**config.mk**
```make
export PLATFORM = sky130hd
export DESIGN_NAME = fp_special_cases_pipe_flat
export DESIGN_NICKNAME = d
export VERILOG_FILES = /design/src/rtl/fp_sc_pkg.sv /design/src/rtl/fp_special_cases_pipe_if.sv /design/src/rtl/fp_classify.sv /design/src/rtl/fp_special_cases_pipe.sv /design/src/flat_wrapper.sv
export SDC_FILE = /design/constraint.sdc
export NUM_CORES = 1
export LEC_CHECK = 0
export ABC_AREA = 1
export ABC_CLOCK_PERIOD_IN_PS = 7440
export CORE_ASPECT_RATIO = 0.5
export CORE_UTILIZATION = 40
export DETAILED_ROUTE_END_ITERATION = 8
export GPL_ROUTABILITY_DRIVEN = 0
export GPL_TIMING_DRIVEN = 1
export MAX_ROUTING_LAYER = met4
export PLACE_DENSITY = 0.76
export RECOVER_POWER = 50
export SYNTH_ARGS = -nofsm -noshare
export SYNTH_HDL_FRONTEND = slang
export SYNTH_SLANG_ARGS = --single-unit
```
**constraint.sdc**
```tcl
create_clock -name clk -period 7.44 [get_ports clk]
set_input_delay 2.232 -clock clk [delete_from_list [all_inputs] [get_ports clk]]
set_output_delay 2.232 -clock clk [all_outputs]
set_load 0.01 [all_outputs]
```
**src/rtl/fp_sc_pkg.sv**
```systemverilog
// Shared operand class codes and the canonical quiet-NaN pattern for the
// FP adder special-case stage.
package fp_sc_pkg;

  localparam logic [2:0] ZERO      = 3'd0;
  localparam logic [2:0] INF       = 3'd1;
  localparam logic [2:0] SUBNORMAL = 3'd2;
  localparam logic [2:0] NORMAL    = 3'd3;
  localparam logic [2:0] NAN       = 3'd4;

  // Positive quiet NaN: exponent all ones, only the mantissa MSB set.
  function automatic logic [63:0] canon_nan(input int exp_w, input int mant_w);
    logic [63:0] w;
    w = ((64'd1 << exp_w) - 64'd1) << mant_w;
    w = w | (64'd1 << (mant_w - 1));
    return w;
  endfunction

endpackage

```
**src/rtl/fp_special_cases_pipe_if.sv**
```systemverilog
// Valid/ready operand and result bundle of the FP adder special-case stage.
// slave = the stage itself, master = the driving/observing side.
interface fp_special_cases_pipe_if #(
  parameter int EXP_W  = 8,
  parameter int MANT_W = 23
);
  localparam int W = 1 + EXP_W + MANT_W;

  logic         in_valid;
  logic         in_ready;
  logic         op_sub;
  logic [W-1:0] op_a;
  logic [W-1:0] op_b;
  logic         out_valid;
  logic         out_ready;
  logic [W-1:0] result;
  logic         special_case;
  logic [2:0]   type_a;
  logic [2:0]   type_b;
  logic         eff_sign_b;

  modport slave (
    input  in_valid, op_sub, op_a, op_b, out_ready,
    output in_ready, out_valid, result, special_case, type_a, type_b, eff_sign_b
  );

  modport master (
    output in_valid, op_sub, op_a, op_b, out_ready,
    input  in_ready, out_valid, result, special_case, type_a, type_b, eff_sign_b
  );
endinterface

```
**src/rtl/fp_classify.sv**
```systemverilog
// Combinational IEEE-754 operand classifier: exponent/mantissa field -> class.
// The sign bit does not affect the class, so only {exp,mant} is supplied.
module fp_classify
  import fp_sc_pkg::*;
#(
  parameter int EXP_W  = 8,
  parameter int MANT_W = 23
) (
  input  logic [EXP_W+MANT_W-1:0] exp_man,
  output logic [2:0]              cls
);

  logic [EXP_W-1:0]  exp_f;
  logic [MANT_W-1:0] man_f;

  assign exp_f = exp_man[MANT_W +: EXP_W];
  assign man_f = exp_man[MANT_W-1:0];

  always_comb begin
    cls = NORMAL;
    if (exp_f == '0) begin
      cls = (man_f == '0) ? ZERO : SUBNORMAL;
    end else if (&exp_f) begin
      cls = (man_f == '0) ? INF : NAN;
    end
  end

endmodule

```
**src/rtl/fp_special_cases_pipe.sv**
```systemverilog
// Two-stage pre-adder special-case resolver for the FP adder (valid/ready both sides).
// Optional FP_SC_CANON_NAN_EN: every NaN result becomes the canonical quiet NaN.
module fp_special_cases_pipe
  import fp_sc_pkg::*;
#(
  parameter int EXP_W  = 8,
  parameter int MANT_W = 23
) (
  input  logic                    clk,
  input  logic                    rst,
  fp_special_cases_pipe_if.slave  bus
);

  localparam int W = 1 + EXP_W + MANT_W;

`ifdef FP_SC_CANON_NAN_EN
  localparam logic [63:0]  CANON_FULL = canon_nan(EXP_W, MANT_W);
  localparam logic [W-1:0] QNAN_W     = CANON_FULL[W-1:0];
`else
  localparam logic [W-1:0] INF_DIFF_NAN = {1'b1, {EXP_W{1'b1}}, {{(MANT_W-1){1'b0}}, 1'b1}};
`endif

  // NaN operand as it leaves the stage (rules 1-2).
  function automatic logic [W-1:0] nan_out(input logic [W-1:0] x);
`ifdef FP_SC_CANON_NAN_EN
    nan_out = (x == '0) ? QNAN_W : QNAN_W;
`else
    nan_out = x;
`endif
  endfunction

  // Priority resolver; returns {special_case, result}.
  function automatic logic [W:0] resolve(input logic [W-1:0] a, input logic [W-1:0] b,
                                         input logic [2:0] ta, input logic [2:0] tb,
                                         input logic sb);
    logic         sa;
    logic [W-1:0] b_eff;
    sa    = a[W-1];
    b_eff = {sb, b[W-2:0]};
    if (ta == NAN)                               resolve = {1'b1, nan_out(a)};
    else if (tb == NAN)                          resolve = {1'b1, nan_out(b)};
`ifdef FP_SC_CANON_NAN_EN
    else if (ta == INF && tb == INF && sa != sb) resolve = {1'b1, QNAN_W};
`else
    else if (ta == INF && tb == INF && sa != sb) resolve = {1'b1, INF_DIFF_NAN};
`endif
    else if (ta == INF)                          resolve = {1'b1, a};
    else if (tb == INF)                          resolve = {1'b1, b_eff};
    else if (ta == ZERO && tb == ZERO)           resolve = {1'b1, sa & sb, {(W-1){1'b0}}};
    else if (ta == ZERO)                         resolve = {1'b1, b_eff};
    else if (tb == ZERO)                         resolve = {1'b1, a};
    else                                         resolve = '0;
  endfunction

  logic [2:0] cls_a, cls_b;

  fp_classify #(.EXP_W(EXP_W), .MANT_W(MANT_W)) u_cls_a (
    .exp_man (bus.op_a[W-2:0]),
    .cls     (cls_a)
  );

  fp_classify #(.EXP_W(EXP_W), .MANT_W(MANT_W)) u_cls_b (
    .exp_man (bus.op_b[W-2:0]),
    .cls     (cls_b)
  );

  logic         vld_p1_q, vld_p1_d;
  logic [W-1:0] op_a_p1_q, op_a_p1_d;
  logic [W-1:0] op_b_p1_q, op_b_p1_d;
  logic         op_sub_p1_q, op_sub_p1_d;
  logic [2:0]   type_a_p1_q, type_a_p1_d;
  logic [2:0]   type_b_p1_q, type_b_p1_d;

  logic         vld_p2_q, vld_p2_d;
  logic [W-1:0] result_p2_q, result_p2_d;
  logic         special_p2_q, special_p2_d;
  logic [2:0]   type_a_p2_q, type_a_p2_d;
  logic [2:0]   type_b_p2_q, type_b_p2_d;
  logic         eff_sign_b_p2_q, eff_sign_b_p2_d;

  logic         adv_p2;
  logic         in_ready;
  logic         eff_sign_b_p1;
  logic [W:0]   res_p1;

  assign adv_p2        = !vld_p2_q || bus.out_ready;
  assign in_ready      = !vld_p1_q || adv_p2;
  assign eff_sign_b_p1 = op_b_p1_q[W-1] ^ op_sub_p1_q;
  assign res_p1        = resolve(op_a_p1_q, op_b_p1_q, type_a_p1_q, type_b_p1_q, eff_sign_b_p1);

  // Stage 1: capture operands and their classes
  always_comb begin
    vld_p1_d    = vld_p1_q;
    op_a_p1_d   = op_a_p1_q;
    op_b_p1_d   = op_b_p1_q;
    op_sub_p1_d = op_sub_p1_q;
    type_a_p1_d = type_a_p1_q;
    type_b_p1_d = type_b_p1_q;
    if (in_ready) begin
      vld_p1_d = bus.in_valid;
      if (bus.in_valid) begin
        op_a_p1_d   = bus.op_a;
        op_b_p1_d   = bus.op_b;
        op_sub_p1_d = bus.op_sub;
        type_a_p1_d = cls_a;
        type_b_p1_d = cls_b;
      end
    end
  end

  // Stage 2: register the resolved result and forwarded classes
  always_comb begin
    vld_p2_d        = vld_p2_q;
    result_p2_d     = result_p2_q;
    special_p2_d    = special_p2_q;
    type_a_p2_d     = type_a_p2_q;
    type_b_p2_d     = type_b_p2_q;
    eff_sign_b_p2_d = eff_sign_b_p2_q;
    if (adv_p2) begin
      vld_p2_d = vld_p1_q;
      if (vld_p1_q) begin
        special_p2_d    = res_p1[W];
        result_p2_d     = res_p1[W-1:0];
        type_a_p2_d     = type_a_p1_q;
        type_b_p2_d     = type_b_p1_q;
        eff_sign_b_p2_d = eff_sign_b_p1;
      end
    end
  end

  always_ff @(posedge clk or posedge rst) begin
    if (rst) begin
      vld_p1_q        <= 1'b0;
      vld_p2_q        <= 1'b0;
      result_p2_q     <= '0;
      special_p2_q    <= 1'b0;
      type_a_p2_q     <= ZERO;
      type_b_p2_q     <= ZERO;
      eff_sign_b_p2_q <= 1'b0;
    end else begin
      vld_p1_q        <= vld_p1_d;
      vld_p2_q        <= vld_p2_d;
      result_p2_q     <= result_p2_d;
      special_p2_q    <= special_p2_d;
      type_a_p2_q     <= type_a_p2_d;
      type_b_p2_q     <= type_b_p2_d;
      eff_sign_b_p2_q <= eff_sign_b_p2_d;
    end
  end

  // Stage-1 payload is qualified by vld_p1_q, so it needs no reset.
  always_ff @(posedge clk) begin
    op_a_p1_q   <= op_a_p1_d;
    op_b_p1_q   <= op_b_p1_d;
    op_sub_p1_q <= op_sub_p1_d;
    type_a_p1_q <= type_a_p1_d;
    type_b_p1_q <= type_b_p1_d;
  end

  assign bus.in_ready     = in_ready;
  assign bus.out_valid    = vld_p2_q;
  assign bus.result       = result_p2_q;
  assign bus.special_case = special_p2_q;
  assign bus.type_a       = type_a_p2_q;
  assign bus.type_b       = type_b_p2_q;
  assign bus.eff_sign_b   = eff_sign_b_p2_q;

endmodule

```
**src/flat_wrapper.sv**
```systemverilog
// flat-port wrapper written by rule: the top's interface ports become plain ports
module fp_special_cases_pipe_flat import fp_sc_pkg::*;
#(
  parameter int EXP_W  = 8,
  parameter int MANT_W = 23
)
  (clk, rst, bus_in_valid, bus_op_sub, bus_op_a, bus_op_b, bus_out_ready, bus_in_ready, bus_out_valid, bus_result, bus_special_case, bus_type_a, bus_type_b, bus_eff_sign_b);
  fp_special_cases_pipe_if #(.EXP_W(EXP_W), .MANT_W(MANT_W)) bus_i ();
  input  logic clk;
  input  logic rst;
  input wire logic [$bits(bus_i.in_valid)-1:0] bus_in_valid;
  input wire logic [$bits(bus_i.op_sub)-1:0] bus_op_sub;
  input wire logic [$bits(bus_i.op_a)-1:0] bus_op_a;
  input wire logic [$bits(bus_i.op_b)-1:0] bus_op_b;
  input wire logic [$bits(bus_i.out_ready)-1:0] bus_out_ready;
  output wire logic [$bits(bus_i.in_ready)-1:0] bus_in_ready;
  output wire logic [$bits(bus_i.out_valid)-1:0] bus_out_valid;
  output wire logic [$bits(bus_i.result)-1:0] bus_result;
  output wire logic [$bits(bus_i.special_case)-1:0] bus_special_case;
  output wire logic [$bits(bus_i.type_a)-1:0] bus_type_a;
  output wire logic [$bits(bus_i.type_b)-1:0] bus_type_b;
  output wire logic [$bits(bus_i.eff_sign_b)-1:0] bus_eff_sign_b;
  assign bus_i.in_valid = bus_in_valid;
  assign bus_i.op_sub = bus_op_sub;
  assign bus_i.op_a = bus_op_a;
  assign bus_i.op_b = bus_op_b;
  assign bus_i.out_ready = bus_out_ready;
  assign bus_in_ready = bus_i.in_ready;
  assign bus_out_valid = bus_i.out_valid;
  assign bus_result = bus_i.result;
  assign bus_special_case = bus_i.special_case;
  assign bus_type_a = bus_i.type_a;
  assign bus_type_b = bus_i.type_b;
  assign bus_eff_sign_b = bus_i.eff_sign_b;
  fp_special_cases_pipe #(.EXP_W(EXP_W), .MANT_W(MANT_W)) u_core (.clk(clk), .rst(rst), .bus(bus_i));
endmodule
```
After elaboration in Yosys (flattened, before gate mapping). Index checks and enable logic that the tools add are counted.

Eq/ne operators: 5. Muxes and demuxes: 16. Bitwise logic cells: 2. Reduce and logical (&&, ||, !) cells: 17.

Operators with widths (number): two-way mux 33 bit (8); zero test 23 bit (2); two-way mux 3 bit (6); zero test 8 bit (2); AND reduction 8 bit (2); equality test 3 x 1 -> 1 bit (second input constant) (2); equality test 3 bit (second input constant) (2); zero test 3 bit (2); two-way mux 2 bit (2); AND reduction 2 bit (2); logical AND 1 bit (3); zero test 1 bit (2); logical OR 1 bit (2); AND 1 bit (1); inequality test 1 bit (1); XOR 1 bit (1).

Register bits after elaboration: 113. Bits of input ports: 69. Output and inout port bits: 42. Logic and storage cells: 52.

Longest topological paths before layout.
Depth in word-level cells: 9. Gate-level depth with buffers: 10. Gate-level depth less buffers: 10.

Cells and area by module. Synthesis repeated with hierarchy kept, for this count alone.

Cell total of the unflattened synthesis: 530. Area, all modules: 5028.6 sq um.

By module, submodules not included: fp_special_cases_pipe (instances 1, cells each 454, area an instance 4718.3 sq um, sequential area each 3183.1 sq um); fp_classify (instances 2, cells each 38, area an instance 155.1 sq um, sequential area each 0.0 sq um).

Worst setup path after synthesis. No wires, ideal clock.

Kind: input to output. From: input port bus_out_ready. To: output port bus_in_ready. Arrival time: 2.416 ns. Required time: 5.208 ns. Path slack: 2.792 ns. Stages: 2. Buffers on the path: 0. Cell sequence: inv_1 -> nand3_1.

Word-level cells in the longest chain between the ends: 2.

RTL lines: start: declaration (line flat_wrapper.sv:15) `input wire logic [$bits(bus_i.out_ready)-1:0] bus_out_ready;`; logical OR 1 bit (line fp_special_cases_pipe.sv:86) `assign adv_p2 = !vld_p2_q || bus.out_ready;`; logical OR 1 bit (line fp_special_cases_pipe.sv:87) `assign in_ready = !vld_p1_q || adv_p2;`; end: declaration (line flat_wrapper.sv:16) `output wire logic [$bits(bus_i.in_ready)-1:0] bus_in_ready;`.

No other way between the ends.

Worst setup path in the final report. Ends and elaborated chain as after synthesis.

==> flow_summary.toml <==
[run_status]
status = "finished with violations"
violations = "capacitance limit, slew limit"

[clocking]
clk_pin_slew_ns = 0.05
clockBufferDepth = 2
clkLatencyLatePin_ns = 0.41
htreeDepth = 4
post_cts_resized = 0
cts_tree = "built"
ctsHoldBuffers = 0
clock-sinks = 113
cts_root_buf = "clkbuf_16"
cts_buffers = 17
post-cts-setup-buffers = 0

[sta]
rsz0062_at_grt = "no"
max_freq_ghz = 0.1750
period_minus_slack_ns = 5.713
fin_crit_sh_pct = 76.79
skew_ns = 0.009878
hold_violations = 0
slew_violations = 43
setup_viol = 0
relSlewSlack_pct = -16.30
setup_tns_ns = 0
worst_pin_slew_ns = 1.743

[global_route]
grt_antenna_before_repair = 1
grt_pass1_wl_um = 18940
grt-busiest-layer = "met2"
grtUsageMet1_pct = 25.47
grt.total_usage_pct = 20.13
grt_pass1_vias = 3780
met3_usage_pct = 4.443
met2_usage_pct = 31.66
grt_start_max_net_pins = 72
grt-ovfl-total = 0

[yosys]
yosys_most_used_dff = "edfxtp_1"
yosysUniqueCellTypes = 26
synth_edf_count = 71
synth_cells = 515
synth_top_area_cell = "edfxtp_1"
ys_warn_count = 0
async_flop_share_pct = 37.17
yosysSeqAreaShare_pct = 64.15
ys_seq_elements = 113
syn-num-nets = 585
synth_area_sq_mm = 0.004962
yosys-top-cells-area = "edfxtp_1 (43%), dfrtp_1 (21%), nand2_1 (10%), inv_1 (5.1%), nand3_1 (4.9%)"
synthTopCellsByCount = "nand2_1 (135), edfxtp_1 (71), inv_1 (68)"
synth.avg_cell_area_sq_um = 9.635
synthMostInstantiatedCell = "nand2_1"
synth_top_area_share_pct = 42.97

[floorplan]
core_sq_mm = 0.01195
fp.dieArea_sq_mm = 0.01288
die_y_um = 80.76
die_w_um = 159.5
initial_core_util_pct = 41.54
ios = 111
row_count = 28

[worst_setup_path]
critPathRequiredTime_ns = 5.21
cp.arrival_ns = 3.48
worstSetupPathType = "in -> out"
worstSetupStartpointType = "input pin"
cp-end-kind = "output pin"
path_max_fanout = 3

[drt]
vias = 3803
dr.first_iter.drc_count = 249
drtPass1Iterations = 5
routedWlPerCell_um = 14.52
routed_wl_um = 11710
final_antenna_net_count = 0
post-route-drc-count = 0
viasPerCell = 4.718

[place]
io_buffers = 110
placed_cells = 773
hpwl_um = 7764

[cells_and_area]
fillers = 982
multi_input_area_sq_mm = 0.001395
final_layout_size_suffix_gt1_share_pct = 10.31
fin_nets = 697
fin_cells = 806
syn2layout_area_growth_pct = 37.59
final-seq-area_sq_mm = 0.003183

[power_and_ir_drop]
power_density_mw_per_mm2 = 289.3
peakVddDrop_mv = 0.1887
p_leak_nw = 3.067

[job]
drv_cap = 1

[worst_hold_path]
hold_path_class = "reg -> reg"
[kinds of logic after synthesis]
| family | count (synthesis) | synth area share, % |
|---|---|---|
| AOI/OAI and AO/OA | 28 | 3.127 |
| xor gates and xnor gates | 1 | 0.1765 |
| adders and majority gates | 1 | 0.2521 |
| buffers and inverters | 91 | 7.740 |
| DFF | 113 | 64.15 |
| and+or+nand+nor | 281 | 24.56 |
[report_power, final]
group	internal, mW	switching [mW]
clock network	0.619	0.274
registers	0.752	0.0332
logic	0.152	0.146
[flip-flops by register name (all words and copies together), names as in the netlist]
name,cells
u_core.vld_p1_q,1
u_core.bus.type_a,3
u_core.op_sub_p1_q,1
u_core.bus.type_b,3
u_core.type_a_p1_q,3
u_core.bus.out_valid,1
u_core.op_a_p1_q,32
u_core.bus.eff_sign_b,1
u_core.op_b_p1_q,32
u_core.bus.result,32
u_core.type_b_p1_q,3
u_core.bus.special_case,1
[critical path, stage by stage]
cell and delay [ns]:
dlygate4sd3_1 0.52, inv_1 0.05, nand3_1 0.12, clkdlybuf4s50_1 0.56
[per-layer routing]
metal  routed length [um]  up-vias  share of wire [%]
met5                    0        -                  0
met4                  252        0                2.2
met3                  538       23                4.6
met2                 5606      103                 48
met1                 5311     1793                 45
li1                     -     1884                  -
[final cells by class]
| type | count | area share, % |
|---|---|---|
| inverter | 72 | 3.958 |
| clock inverter | 10 | 2.639 |
| multi-input combinational | 311 | 20.43 |
| timing repair buffer | 112 | 16.35 |
| sequential | 113 | 46.62 |
| tap | 165 | 3.024 |
| clock buffer | 22 | 6.945 |
| antenna | 1 | 0.03665 |
[final timing paths]
check / cells after the start / startpoint / slack, ns / end
min: 2 / u_core.bus.result[27] / 0.47 / u_core.bus.result[27]
max in group asynchronous: 2 / rst / 3.60 / u_core.bus.result[11]
max reg2reg: 10 / u_core.op_b_p1_q[31] / 4.75 / u_core.bus.result[0]
min reg2reg: 2 / u_core.bus.result[27] / 0.47 / u_core.bus.result[27]
max: 4 / bus_out_ready / 1.73 / bus_in_ready
min in group asynchronous: 2 / rst / 2.82 / u_core.bus.result[4]
[stage by stage]
stage	util, %	instance area [sq um]	setup WS [ns]	hold WS [ns]	power, mW
global placement	51.65	6171	1.843	0.4645	1.098
finish	57.15	6828	1.727	0.4709	1.975
global route	57.15	6828	1.699	0.4965	2.052
CTS	57.13	6825	1.792	0.4801	2.000
detailed placement	51.65	6171	1.792	0.4657	1.107
floorplan	-	4962	2.792	0.4895	0.9355
[placed cells by master, fill, tap and decap left out]
master,n
bufinv_16,5
clkinvlp_4,2
buf_4,2
nor3_1,3
nand2_2,3
clkbuf_8,3
diode_2,1
clkdlybuf4s50_1,26
edfxtp_1,71
o21ai_0,17
nor2_1,55
clkbuf_16,17
ha_1,1
o21ai_1,8
dfrtp_1,42
xor2_1,1
nand2_1,135
nor3b_1,1
nand4_1,7
dlygate4sd3_1,84
a41oi_1,1
clkbuf_1,2
inv_2,5
nor4_1,3
nor2_2,2
clkinv_2,3
a21oi_1,1
o21ai_4,1
nand3_1,49
inv_1,67
or2_2,23
Note: power is estimated with default switching activity, not from simulation.
